[config.mk]
export PLATFORM = sky130hd
export DESIGN_NAME = csr_access
export DESIGN_NICKNAME = d
export VERILOG_FILES = /design/src/rtl/csr_access.sv
export SDC_FILE = /design/constraint.sdc
export NUM_CORES = 1
export LEC_CHECK = 0
export CAP_MARGIN = 20
export CORE_ASPECT_RATIO = 0.6
export CORE_MARGIN = 5
export CORE_UTILIZATION = 45
export CTS_CLUSTER_SIZE = 24
export DETAILED_ROUTE_END_ITERATION = 12
export PLACE_DENSITY = 0.87
export REMOVE_ABC_BUFFERS = 1
export SYNTH_ARGS = -nofsm -noshare
export SYNTH_HDL_FRONTEND = slang
export SYNTH_SLANG_ARGS = --single-unit
[constraint.sdc]
create_clock -name clk_i -period 1.8 [get_ports clk_i]
set_input_delay 0.36 -clock clk_i [delete_from_list [all_inputs] [get_ports clk_i]]
set_output_delay 0.36 -clock clk_i [all_outputs]
set_load 0.05 [all_outputs]
[src/rtl/csr_access.sv]
// csr_access: sequential Zicsr access unit between execute and the CSR file.
// Accepts one CSR instruction at a time, reads the CSR, performs the
// read-modify-write for CSRRW/RS/RC (and immediate forms), then returns the
// old value or an illegal-instruction flag.
// Optional feature: define CSR_ACCESS_STRICT_EN to restrict the implemented
// CSR set to 0xB00, 0xB03, 0xB04, 0xB80, 0xB83, 0xB84.

package core_pkg;
   localparam int DATA_WIDTH     = 32;
   localparam int CSR_ADDR_WIDTH = 12;
endpackage

module csr_access #(
   parameter int DATA_WIDTH     = core_pkg::DATA_WIDTH,
   parameter int CSR_ADDR_WIDTH = core_pkg::CSR_ADDR_WIDTH
) (
   input  logic                      clk_i,
   input  logic                      rst_i,
   input  logic                      req_valid_i,
   output logic                      req_ready_o,
   input  logic [2:0]                funct3_i,
   input  logic [CSR_ADDR_WIDTH-1:0] csr_addr_i,
   input  logic [DATA_WIDTH-1:0]     rs1_data_i,
   input  logic [4:0]                uimm_i,
   input  logic                      rs1_zero_i,
   output logic                      resp_valid_o,
   input  logic                      resp_ready_i,
   output logic [DATA_WIDTH-1:0]     resp_data_o,
   output logic                      resp_illegal_o,
   output logic [CSR_ADDR_WIDTH-1:0] csr_raddr_o,
   input  logic [DATA_WIDTH-1:0]     csr_rdata_i,
   output logic                      csr_we_o,
   output logic [CSR_ADDR_WIDTH-1:0] csr_waddr_o,
   output logic [DATA_WIDTH-1:0]     csr_wdata_o
);

   typedef enum logic [1:0] {IDLE, READ, WRITE, RESP} state_t;

   state_t                      state_q;
   logic [2:0]                  funct3_q;
   logic [CSR_ADDR_WIDTH-1:0]   addr_q;
   logic [DATA_WIDTH-1:0]       op_q;
   logic [DATA_WIDTH-1:0]       old_q;
   logic                        zero_q;

   logic                        wr_req;
   logic                        implemented;
   logic                        illegal;
   logic [DATA_WIDTH-1:0]       wdata;

   // Decode of the latched request: write need, legality and write data.
   always_comb begin
      // NOTE: every signal gets a default first so no path can infer a latch.
      wr_req      = 1'b0;
      implemented = 1'b1;
      wdata       = '0;

      case (funct3_q[1:0])
         2'b01:          wr_req = 1'b1;
         2'b10, 2'b11:   wr_req = !zero_q;
         default:        wr_req = 1'b0;
      endcase

`ifdef CSR_ACCESS_STRICT_EN
      implemented = (addr_q == CSR_ADDR_WIDTH'(12'hB00)) ||
                    (addr_q == CSR_ADDR_WIDTH'(12'hB03)) ||
                    (addr_q == CSR_ADDR_WIDTH'(12'hB04)) ||
                    (addr_q == CSR_ADDR_WIDTH'(12'hB80)) ||
                    (addr_q == CSR_ADDR_WIDTH'(12'hB83)) ||
                    (addr_q == CSR_ADDR_WIDTH'(12'hB84));
`else
      implemented = 1'b1;
`endif

      // Top two address bits 11 mark a read-only CSR.
      illegal = (funct3_q[1:0] == 2'b00) || !implemented ||
                (wr_req && (addr_q[CSR_ADDR_WIDTH-1 -: 2] == 2'b11));

      case (funct3_q[1:0])
         2'b01:   wdata = op_q;
         2'b10:   wdata = csr_rdata_i | op_q;
         default: wdata = csr_rdata_i & ~op_q;
      endcase
   end

   // Access FSM with registered handshake and CSR-file outputs.
   always_ff @(posedge clk_i) begin
      // NOTE: sequential state uses non-blocking assignments so every register
      // samples the pre-edge values regardless of statement order.
      if (rst_i) begin
         state_q        <= IDLE;
         funct3_q       <= '0;
         addr_q         <= '0;
         op_q           <= '0;
         old_q          <= '0;
         zero_q         <= 1'b0;
         req_ready_o    <= 1'b1;
         resp_valid_o   <= 1'b0;
         resp_data_o    <= '0;
         resp_illegal_o <= 1'b0;
         csr_raddr_o    <= '0;
         csr_we_o       <= 1'b0;
         csr_waddr_o    <= '0;
         csr_wdata_o    <= '0;
      end else begin
         case (state_q)
            IDLE: begin
               if (req_valid_i) begin
                  funct3_q    <= funct3_i;
                  addr_q      <= csr_addr_i;
                  op_q        <= funct3_i[2] ? DATA_WIDTH'(uimm_i) : rs1_data_i;
                  zero_q      <= funct3_i[2] ? (uimm_i == 5'd0) : rs1_zero_i;
                  csr_raddr_o <= csr_addr_i;
                  req_ready_o <= 1'b0;
                  state_q     <= READ;
               end
            end
            READ: begin
               old_q       <= csr_rdata_i;
               csr_raddr_o <= '0;
               if (!illegal && wr_req) begin
                  csr_we_o    <= 1'b1;
                  csr_waddr_o <= addr_q;
                  csr_wdata_o <= wdata;
                  state_q     <= WRITE;
               end else begin
                  resp_valid_o   <= 1'b1;
                  resp_illegal_o <= illegal;
                  resp_data_o    <= illegal ? '0 : csr_rdata_i;
                  state_q        <= RESP;
               end
            end
            WRITE: begin
               csr_we_o       <= 1'b0;
               csr_waddr_o    <= '0;
               csr_wdata_o    <= '0;
               resp_valid_o   <= 1'b1;
               resp_illegal_o <= 1'b0;
               resp_data_o    <= old_q;
               state_q        <= RESP;
            end
            RESP: begin
               if (resp_ready_i) begin
                  resp_valid_o   <= 1'b0;
                  resp_illegal_o <= 1'b0;
                  resp_data_o    <= '0;
                  req_ready_o    <= 1'b1;
                  state_q        <= IDLE;
               end
            end
            default: state_q <= IDLE;
         endcase
      end
   end

endmodule
Word-level counts from Yosys, hierarchy flattened
Cells that the tools add are included.
{ "classes": {"add_sub_neg": 0, "n_mul": 0, "div_mod_pow": 0, "order_cmp": 0, "n_eq_ne": 11, "shift": 0, "mux": 28, "n_bitwise": 3, "reduce_logical": 19} }
{ "op_table": {"columns": ["op", "n"], "rows": [
  ["$mux W32", 5],
  ["$pmux W32 S2", 2],
  ["$pmux W32 S3", 1],
  ["$pmux W12 S2", 2],
  ["$and A32 B32 Y32", 1],
  ["$not A32 Y32", 1],
  ["$or A32 B32 Y32", 1],
  ["$mux W12", 2],
  ["$eq A2 B2 Y1 const B", 5],
  ["$mux W1", 8],
  ["$ne A2 B2 Y1 const B", 4],
  ["$pmux W2 S4", 1],
  ["$reduce_and A2 Y1", 4],
  ["$pmux W1 S2", 3],
  ["$pmux W1 S3", 2],
  ["$reduce_and A3 Y1", 2],
  ["$reduce_bool A2 Y1", 3],
  ["$logic_not A5 Y1", 1],
  ["$eq A2 B1 Y1 const B", 2],
  ["$logic_not A2 Y1", 2],
  ["$mux W2", 2],
  ["$reduce_bool A3 Y1", 1],
  ["$logic_and A1 B1 Y1", 2],
  ["$logic_not A1 Y1", 2],
  ["other kinds (2)", 2]
]} }
{ "word_totals": {"regBits": 173, "latchBits": 0, "ram_bits": 0, "rom_bits": 0, "inputBits": 89, "out_inout_bits": 92, "elab_cells": 75, "memories": 0} }

Logic depth before layout (Yosys ltp)
Gate-level depths: netlist of run 1.
{ "logic_depth": {"word_depth": 9, "depth_mapped": 9, "ltp_nobuf": 6} }

Worst setup path before layout of run 1
OpenSTA, ideal clock, no wires.
{ "synth_path": {"kind": "register to register", "start": "register state_q[0]", "end": "register resp_data_o[10]", "setup_ns": 0.081, "arrival_time_ns": 1.613, "required_ns": 1.719, "path_slack_ns": 0.105, "path_stages_with_launch": 9, "n_path_buf": 2, "period_less_slack_ns": 1.695, "cell_sequence": "dfxtp_1 inv_1 ha_1 buf_2 or2_1 nor2_2 buf_2 a32oi_1 a211oi_2"} }
{ "synth_between": {"elab_chain_len": 3, "word_cells_on_any_way": 8, "classes_between": "5 x eq/ne; 1 x mux; 2 x reduce/logical"} }
{ "synth_rtl": {"columns": ["element", "line", "text"], "rows": [
  ["start: declaration", "39", "state_t state_q;"],
  ["start signal: assignment", "91", "state_q <= IDLE;"],
  ["start signal: assignment", "115", "state_q <= READ;"],
  ["start signal: assignment", "125", "state_q <= WRITE;"],
  ["$eq A2 B1 Y1 or $eq A2 B2 Y1 (tied branches)", "106", "case (state_q)"],
  ["$ne A2 B2 Y1 (no line) or $reduce_bool A3 Y1 (tied branches)", null, null],
  ["$reduce_and A3 Y1 (no line)", null, null],
  ["end signal: assignment", "129", "resp_data_o <= illegal ? '0 : csr_rdata_i;"],
  ["end signal: assignment", "139", "resp_data_o <= old_q;"],
  ["end: declaration", "28", "output logic [DATA_WIDTH-1:0] resp_data_o,"]
]} }
Several ways; a longest one is shown, not always the timed one.
A chain may end at the register's enable or synchronous reset.

Worst setup path in the final report of run 1
{ "layout_path": {"start": "register state_q[0]", "end": "register resp_data_o[25]"} }
Same word-level chain as after synthesis.

==> results of run 1 <==
## worst register-to-register path, cell delays in order, from the launching register on
cell,delay (ns)
dfxtp_2,0.38
inv_4,0.06
ha_4,0.16
or2_4,0.24
nor2_4,0.25
clkbuf_16,0.23
a32oi_2,0.12
a211oi_2,0.22
## layout by cell type, fill, tap and decap left out, drive strengths merged, types with 2 or more instances in the layout
cell type	synthesis	final
o211ai	2	2
ha	7	7
clkbuf	55	20
clkdlybuf4s50	0	87
clkinv	0	5
nor2b	5	5
nand2b	36	36
a32oi	76	76
o21ai	5	5
nand3b	29	29
and2	2	2
nand2	56	56
dfxtp	173	173
a21oi	79	79
o21a	2	2
nor2	99	99
mux2i	37	37
a211oi	39	39
buf	27	135
o2bb2ai	32	32
a22oi	11	11
inv	7	16
## worst max path at each step
stage / start / endpoint / slack (ns) / cells past startpoint
detailed placement: resp_ready_i / resp_data_o[27] / -0.03 / 6
global placement: resp_ready_i / resp_data_o[26] / -0.02 / 6
CTS: funct3_q[1] / resp_data_o[18] / 0.01 / 7
finish: state_q[0] / resp_data_o[25] / 0.06 / 7
global route: state_q[0] / resp_data_o[3] / -0.004 / 7
floorplan: state_q[1] / resp_data_o[26] / -2.01 / 5
## final cells by class
cell class | count | share of cell area (%)
clock buffer | 18 | 4.34
clock inverter | 14 | 1.41
sequential | 173 | 34.2
tap | 209 | 2.58
multi-input combinational | 527 | 36.1
inverter | 7 | 0.284
timing repair buffer | 224 | 21.0
## metal layers
layer | global-route usage (%) | vias up
li1 | - | 3220
met1 | 30.3 | 3280
met2 | 37.5 | 275
met3 | 5.84 | 24
met4 | 5.95 | 0
met5 | 0 | -
## logic make-up (layout without fill, tap and decap cells)
| logic type | after synthesis | count (layout) | synth area share (%) |
|---|---|---|---|
| and+or+nand+nor | 231 | 231 | 15.0 |
| muxes | 37 | 37 | 4.99 |
| AOI/OAI and AO/OA | 252 | 252 | 26.9 |
| DFF | 173 | 173 | 46.7 |
| buffers and inverters | 89 | 263 | 5.31 |
| adders and majority gates | 7 | 7 | 1.18 |
## report_power, final
part	internal (mW)	switching, mW	total (mW)	leakage (nW)
clock network	1.89	1.72	3.61	0.288
registers	4.67	0.563	5.23	1.41
logic	3.00	5.02	8.02	2.08
total	9.56	7.30	16.9	3.78
## state kept, by name, indices dropped and copies added, names as in the netlist
register,cells
csr_waddr_o,12
funct3_q,2
resp_data_o,32
state_q,2
zero_q,1
op_q,32
csr_we_o,1
csr_wdata_o,32
resp_valid_o,1
addr_q,12
csr_raddr_o,12
resp_illegal_o,1
old_q,32
req_ready_o,1
## what timing repair did
action	CTS	global route
setup endpoints to repair	40	52
cloned	0	3
pin swaps	0	18
resized for setup	2	13
## metrics by stage
stage          cells  setup TNS [ns]
3_5_place_dp    1137          -0.107
6_report        1172               0
4_1_cts         1169               0
2_1_floorplan    707         -158.83
5_1_grt         1172        -0.00470
3_3_place_gp    1137         -0.0278
==> results.sh, run 1 <==
export IMPL_crit_slowest_cell="dfxtp_2"
export IMPL_synth_cell_type_count=40
export IMPL_place_area_mm2=0.00942
export IMPL_synth_seq_cells=173
export IMPL_n_antenna_cell=0
export IMPL_clock_latency_ns=0.42
export IMPL_slew_violations=0
export IMPL_wl_per_cell_um=19.6
export IMPL_postLayoutSetupSlackWorst_ns=0.0563
export IMPL_place_ws_ns=-0.0314
export IMPL_gp_congestion=0.805
export IMPL_final_area_mm2=0.0101
export IMPL_outcome="complete, no violations"
export IMPL_worstMarginPinSlew_ns=0.477
export IMPL_drt_iter0_markers=509
export IMPL_ys_top_cells_by_area="dfxtp_1, a32oi_1, a21oi_1"
export IMPL_required_ns=2.14
export IMPL_clock_path_buffers=2
export IMPL_ys_warn_count=0
export IMPL_dp_hpwl_um=15100
export IMPL_fp_dieW_um=176
export IMPL_critPathTopFamily="simple AND/OR/NAND/NOR gates"
export IMPL_crit_type="flop to flop"
export IMPL_grt_pass1_vias=6539
export IMPL_synth_most_common_cell="dfxtp_1"
export IMPL_initial_core_util_pct=45.8
export IMPL_h_tree_depth=4
export IMPL_overflow=0
export IMPL_nets=1046
export IMPL_hold_path_class="input port to flop"
export IMPL_ir_drop_v=0.000876
export IMPL_cts_hold_buf=0
export IMPL_cp_max_fo=8
export IMPL_grt_total_usage_pct=22.8
export IMPL_wirelength_um=22900
export IMPL_fillers=1334
export IMPL_leakage_nw=3.78
export IMPL_skew_ns=0.0125
export IMPL_crit_path_start_kind="flop"
export IMPL_multi_input_area_mm2=0.00366
export IMPL_crit_arrival_ns=2.08
export IMPL_synth_largest_area_cell="dfxtp_1"
export IMPL_worst_path_buf_inv=2
export IMPL_clk_pin_slew_worst_paths_ns=0.08
export IMPL_period_minus_slack_ns=1.74
export IMPL_ioPinCount=181
export IMPL_antenna_found_initial=0
export IMPL_yosysTopAreaCellShare_pct=46.7
export IMPL_max_slew_margin_rel_pct=68.2
export IMPL_r2r_start="state_q[0]"
export IMPL_top_layer_used="met4"
export IMPL_numCtsBuffers=17
export IMPL_synth_cells=789
export IMPL_hold_viol=0
export IMPL_route_met2_wl_um=10600
export IMPL_cap_violations=0
export IMPL_synth_area_mm2=0.00742
export IMPL_whs_ns=0.313
export IMPL_synth_ff_type="dfxtp_1"
export IMPL_drt_met1_wl_um=10200
export IMPL_grt_max_degree=47
export IMPL_row_count=36
export IMPL_drc=0
export IMPL_min_from="rst_i"
export IMPL_port_buffers=180
export IMPL_synthArstFlopShare_pct=0
export IMPL_dieArea_mm2=0.0192
export IMPL_fin_util_pct=62.4
export IMPL_critPathMaxStageDelay_ns=0.38
export IMPL_path_cells="inv_4, ha_4, or2_4, nor2_4, clkbuf_16, a32oi_2, a211oi_2"
export IMPL_syn_avg_cell_area_um2=9.41
export IMPL_total_power_mw=16.9
export IMPL_timing_critical_path_to_type="flop"
export IMPL_yosysSeqAreaShare_pct=46.7
export IMPL_seq_area_mm2=0.00347
export IMPL_wl_met3_um=1890
export IMPL_drive_gt1_share_pct=23.4
export IMPL_hold_path_depth=2
export IMPL_root_buffer="clkbuf_16"
export IMPL_ys_top_cells_by_count="dfxtp_1, nor2_1, a21oi_1"
export IMPL_drt_vias_per_instance=5.80
export IMPL_fin_crit_sh_pct=96.9
export IMPL_vias=6799
export IMPL_rrSetupSlack_ns=0.06
export IMPL_die_h_um=109
export IMPL_setup_viol=0
export IMPL_clock_sinks=173
export IMPL_synth_edf_count=0
export IMPL_timing_fmax_mhz=573
export IMPL_grt_pass1_wl_um=35100
export IMPL_antenna_left=0
export IMPL_r2r_end="resp_data_o[25]"
export IMPL_hold_path_end="csr_wdata_o[18]"
export IMPL_cts_tree="done"
export IMPL_post_cts_buffers=0
export IMPL_power_density_mw_per_mm2=1660
export IMPL_reg2reg_depth=7
export IMPL_area_delta_synth_final_pct=36.4
export IMPL_core_area_mm2=0.0162
export IMPL_dr_pass1_iters=5
(Power assumes the default switching activity.)
==> run 2, diff against run 1 <==
--- a/config.mk
+++ b/config.mk
@@ -8,10 +8,12 @@
 export CAP_MARGIN = 20
 export CORE_ASPECT_RATIO = 0.6
 export CORE_MARGIN = 5
-export CORE_UTILIZATION = 45
+export CORE_UTILIZATION = 25
 export CTS_CLUSTER_SIZE = 24
 export DETAILED_ROUTE_END_ITERATION = 12
-export PLACE_DENSITY = 0.87
+export GPL_ROUTABILITY_DRIVEN = 1
+export GPL_TIMING_DRIVEN = 1
+export PLACE_DENSITY = 0.58
 export REMOVE_ABC_BUFFERS = 1
 export SYNTH_ARGS = -nofsm -noshare
 export SYNTH_HDL_FRONTEND = slang
==> run 2 against run 1 <==
Cell area up 1.8%. Wire length up 14%. Non-clock buffer count up 1. Combinational power about the same. Critical path depth unchanged. Critical endpoint is now resp_data_o[7]. Largest cell class unchanged. Highest routed layer is now met5.
==> results.sh, run 2 (synthesized netlist as in run 1, its figures left out) <==
export IMPL_total_power_mw=17.0
export IMPL_row_count=48
export IMPL_fillers=2950
export IMPL_grt_total_usage_pct=15.3
export IMPL_initial_core_util_pct=25.6
export IMPL_ioPinCount=181
export IMPL_skew_ns=0.00882
export IMPL_clock_path_buffers=2
export IMPL_cts_hold_buf=0
export IMPL_max_slew_margin_rel_pct=61.4
export IMPL_nets=1047
export IMPL_overflow=0
export IMPL_area_delta_synth_final_pct=38.9
export IMPL_dieArea_mm2=0.0333
export IMPL_dr_pass1_iters=5
export IMPL_power_density_mw_per_mm2=1650
export IMPL_n_antenna_cell=0
export IMPL_multi_input_area_mm2=0.00363
export IMPL_cap_violations=0
export IMPL_required_ns=2.15
export IMPL_numCtsBuffers=17
export IMPL_worstMarginPinSlew_ns=0.573
export IMPL_most_common_layout_cells="dfxtp_1, buf_4, nor2_1"
export IMPL_port_buffers=180
export IMPL_setup_viol=0
export IMPL_clock_latency_ns=0.43
export IMPL_root_buffer="clkbuf_16"
export IMPL_outcome="complete, no violations"
export IMPL_place_ws_ns=-0.181
export IMPL_clkPwrFrac_pct=22.0
export IMPL_post_cts_buffers=0
export IMPL_die_h_um=143
export IMPL_cp_max_fo=15
export IMPL_fp_dieW_um=232
export IMPL_gp_congestion=0.768
export IMPL_final_common_cell="dfxtp_1"
export IMPL_p_int_mw=9.79
export IMPL_seqPwrFrac_pct=30.7
export IMPL_drc=0
export IMPL_switchingPower_mw=7.19
export IMPL_rsz0062_at_grt="no"
export IMPL_ir_drop_v=0.000986
export IMPL_wirelength_um=26100
export IMPL_combPwrFrac_pct=47.3
export IMPL_crit_arrival_ns=2.06
export IMPL_core_area_mm2=0.0290
export IMPL_cts_tree="done"
export IMPL_drt_vias_per_instance=4.90
export IMPL_timing_fmax_mhz=586
export IMPL_clock_sinks=173
export IMPL_wl_per_cell_um=19.2
export IMPL_hold_path_class="input port to flop"
export IMPL_period_minus_slack_ns=1.71
export IMPL_switching_share_pct=42.3
export IMPL_vias=6678
export IMPL_dp_hpwl_um=18000
export IMPL_h_tree_depth=4
export IMPL_seq_area_mm2=0.00347
export IMPL_grt_max_degree=55
export IMPL_leakage_nw=3.77
export IMPL_crit_path_start_kind="flop"
export IMPL_hold_viol=0
export IMPL_slew_violations=0
export IMPL_fin_crit_sh_pct=94.7
export IMPL_antenna_found_initial=2
export IMPL_antenna_left=0
export IMPL_grt_pass1_vias=6474
export IMPL_drive_gt1_share_pct=22.7
export IMPL_postLayoutSetupSlackWorst_ns=0.0949
export IMPL_clk_pin_slew_worst_paths_ns=0.07
export IMPL_crit_type="flop to flop"
export IMPL_ctsResizeCount=1
export IMPL_timing_critical_path_to_type="flop"
export IMPL_grt_pass1_wl_um=39300
export IMPL_drt_iter0_markers=381
run 2: layout make-up:
class,count,share of cell area [%]
clock buffer,18,4.16
clock inverter,12,1.43
inverter,7,0.255
multi-input combinational,527,35.2
sequential,173,33.6
tap,400,4.85
timing repair buffer,225,20.5
run 2: worst paths after layout:
check / startpoint / endpoint / slack, ns / cells after the start
worst max-delay path: state_q[0] / resp_data_o[7] / 0.09 / 7
worst min-delay path: rst_i / op_q[31] / 0.27 / 2
worst max register to register: state_q[0] / resp_data_o[7] / 0.09 / 7
worst min register to register: addr_q[8] / addr_q[8] / 0.46 / 2
run 2: through the flow:
step,hold slack (ns),TNS [ns],cells,util [%],area (µm²)
after CTS,0.238,0,1362,35.5,10300
final,0.270,0,1362,35.5,10300
after floorplan,0.425,-158.83,707,-,7050
after global routing,0.254,0,1362,35.5,10300
after global placement,0.444,-2.01,1332,33.5,9710
after detailed placement,0.449,-2.77,1332,33.5,9710
run 2: layer usage:
layer  wire length [µm]  track usage (%)  part of all wire [%]
met1              12700             22.0                    49
met5                 20                0                 0.077
met2              11400             22.6                    44
met3               1610             4.52                   6.2
met4                348             3.60                   1.3
run 2: critical path, stage by stage (launching register included):
cell and delay, ns:
dfxtp_1 0.36, inv_1 0.10, ha_2 0.20, or2_1 0.26, nor2_4 0.17, buf_12 0.17
a32oi_1 0.13, a211oi_2 0.24
run 2: power groups by stage:
stage          Clock, mW  Sequential (mW)  Combinational, mW
5_1_grt             4.01             5.31               8.59
3_3_place_gp           0             5.28               7.95
2_1_floorplan          0             6.68               3.33
4_1_cts             3.84             5.21               8.11
6_report            3.73             5.21               8.03
3_5_place_dp           0             5.28               8.07
==> run 3, diff against run 2 <==
--- a/config.mk
+++ b/config.mk
@@ -12,7 +12,7 @@
 export CTS_CLUSTER_SIZE = 24
 export DETAILED_ROUTE_END_ITERATION = 12
 export GPL_ROUTABILITY_DRIVEN = 1
-export GPL_TIMING_DRIVEN = 1
+export GPL_TIMING_DRIVEN = 0
 export PLACE_DENSITY = 0.58
 export REMOVE_ABC_BUFFERS = 1
 export SYNTH_ARGS = -nofsm -noshare
==> run 3 against run 2 <==
Die area unchanged. Maximum frequency is 4.5% lower. Non-clock buffer count up 2. Clock power is 3% lower. Clock skew is essentially flat. Setup slack got worse by 0.080 ns. First-iteration DRC count grew 43%. Power is 3.4% higher. Clock-buffer cell count is 3 higher. Utilization up 1.6 points.
==> results.sh, run 3 (synthesized netlist as in run 1, its figures left out) <==
export IMPL_gp_congestion=0.707
export IMPL_ioPinCount=181
export IMPL_clock_latency_ns=0.45
export IMPL_clock_path_buffers=2
export IMPL_antenna_found_initial=2
export IMPL_power_density_mw_per_mm2=1630
export IMPL_vias=6724
export IMPL_cp_max_fo=2
export IMPL_required_ns=2.15
export IMPL_crit_path_start_kind="input port"
export IMPL_dp_cells=1301
export IMPL_worstMarginPinSlew_ns=0.901
export IMPL_outcome="complete, no violations"
export IMPL_antenna_left=0
export IMPL_grt_pass1_vias=6604
export IMPL_grt_pass1_wl_um=40800
export IMPL_leakage_nw=4.10
export IMPL_final_common_cell="dfxtp_1"
export IMPL_fin_crit_sh_pct=99.2
export IMPL_cap_violations=0
export IMPL_setup_viol=0
export IMPL_drt_vias_per_instance=4.92
export IMPL_area_delta_synth_final_pct=45.0
export IMPL_row_count=48
export IMPL_cts_tree="done"
export IMPL_timing_critical_path_to_type="flop"
export IMPL_final_cells=1367
export IMPL_dp_hpwl_um=17300
export IMPL_most_common_layout_cells="dfxtp_1, nor2_1, dlygate4sd2_1"
export IMPL_hold_path_class="input port to flop"
export IMPL_clock_sinks=173
export IMPL_crit_type="input port to flop"
export IMPL_crit_arrival_ns=2.14
export IMPL_h_tree_depth=4
export IMPL_wl_per_cell_um=20.1
export IMPL_dr_pass1_iters=7
export IMPL_overflow=0
export IMPL_grt_total_usage_pct=16.2
export IMPL_postLayoutSetupSlackWorst_ns=0.0150
export IMPL_max_slew_margin_rel_pct=39.4
export IMPL_initial_core_util_pct=25.6
export IMPL_drt_iter0_markers=546
export IMPL_wirelength_um=27500
export IMPL_root_buffer="clkbuf_16"
export IMPL_port_buffers=180
export IMPL_grt_max_degree=99
export IMPL_core_area_mm2=0.0290
export IMPL_whs_ns=0.337
export IMPL_slew_violations=0
export IMPL_cts_hold_buf=0
export IMPL_period_minus_slack_ns=1.79
export IMPL_skew_ns=0.00911
export IMPL_drc=0
export IMPL_drive_gt1_share_pct=14.8
export IMPL_numCtsBuffers=17
export IMPL_dieArea_mm2=0.0333
export IMPL_hold_viol=0
export IMPL_fp_dieW_um=232
export IMPL_die_h_um=143
export IMPL_n_antenna_cell=0
export IMPL_place_ws_ns=-1.07
export IMPL_clk_pin_slew_worst_paths_ns=0.07
export IMPL_rsz0062_at_grt="yes"
export IMPL_timing_fmax_mhz=560
export IMPL_nets=1050
export IMPL_ir_drop_v=0.000704
-- run 3: changes by cell type in the layout (fill, tap and decap cells not counted), sizes merged --
cell | previous run | this run
buf | 139 | 47
nor2 | 99 | 100
bufinv | 3 | 1
clkinv | 6 | 7
clkdlybuf4s15 | 0 | 1
clkbuf | 18 | 23
dlygate4sd2 | 0 | 91
-- run 3: final timing paths --
kind | slack (ns) | depth (start not counted) | start | endpoint
max | 0.01 | 4 | uimm_i[3] | zero_q
min | 0.34 | 2 | rst_i | csr_wdata_o[14]
max reg2reg | 0.05 | 9 | funct3_q[1] | csr_wdata_o[7]
min reg2reg | 0.46 | 2 | addr_q[6] | addr_q[6]
-- run 3: stage by stage --
| stage | TNS [ns] | instance area, µm² | util (%) | power (mW) |
|---|---|---|---|---|
| final | 0 | 10800 | 37.1 | 17.6 |
| after floorplan | -158.83 | 7050 | - | 10.0 |
| after detailed placement | -79.05 | 9730 | 33.6 | 13.1 |
| after CTS | 0 | 10700 | 36.8 | 17.6 |
| after global placement | -780.12 | 9360 | 32.3 | 12.4 |
| after global routing | -0.116 | 10800 | 37.1 | 18.5 |
-- run 3: timing repair --
action | 4_1_cts | 5_1_grt
endpoints found under the hold margin | 0 | 0
endpoints found under the setup margin | 231 | 89
gates cloned | 3 | 2
pin swaps | 6 | 7
resized for setup | 120 | 17
setup buffers | 28 | 3
-- run 3: metal layers --
metal	wire length, µm	vias up	global-route usage, %	share of wire, %
li1	-	3225	-	-
met1	13400	3280	22.5	49
met2	12000	193	25.0	44
met3	1760	22	4.76	6.4
met4	280	4	3.51	1.0
met5	27	-	0	0.098
-- run 3: final cells by class --
class | count | area (µm²)
fillers | 2962 | 18200
multi-input cells | 528 | 3760
flip-flops and latches | 173 | 3470
repair buffers | 227 | 2450
well taps | 400 | 500
clock buffers | 21 | 460
clock inverters | 11 | 92.6
inverters | 7 | 26.3
-- run 3: power breakdown --
group / internal (mW) / leakage (nW) / switching [mW] / total [mW]
logic: 3.31 / 2.41 / 5.50 / 8.81
registers: 4.67 / 1.41 / 0.478 / 5.15
clock network: 1.97 / 0.273 / 1.63 / 3.60
-- run 3: critical path: stages --
cell and delay (ns):
clkdlybuf4s50_1 0.43, nor4_1 0.79, nand3b_1 0.24, a311oi_1 0.31
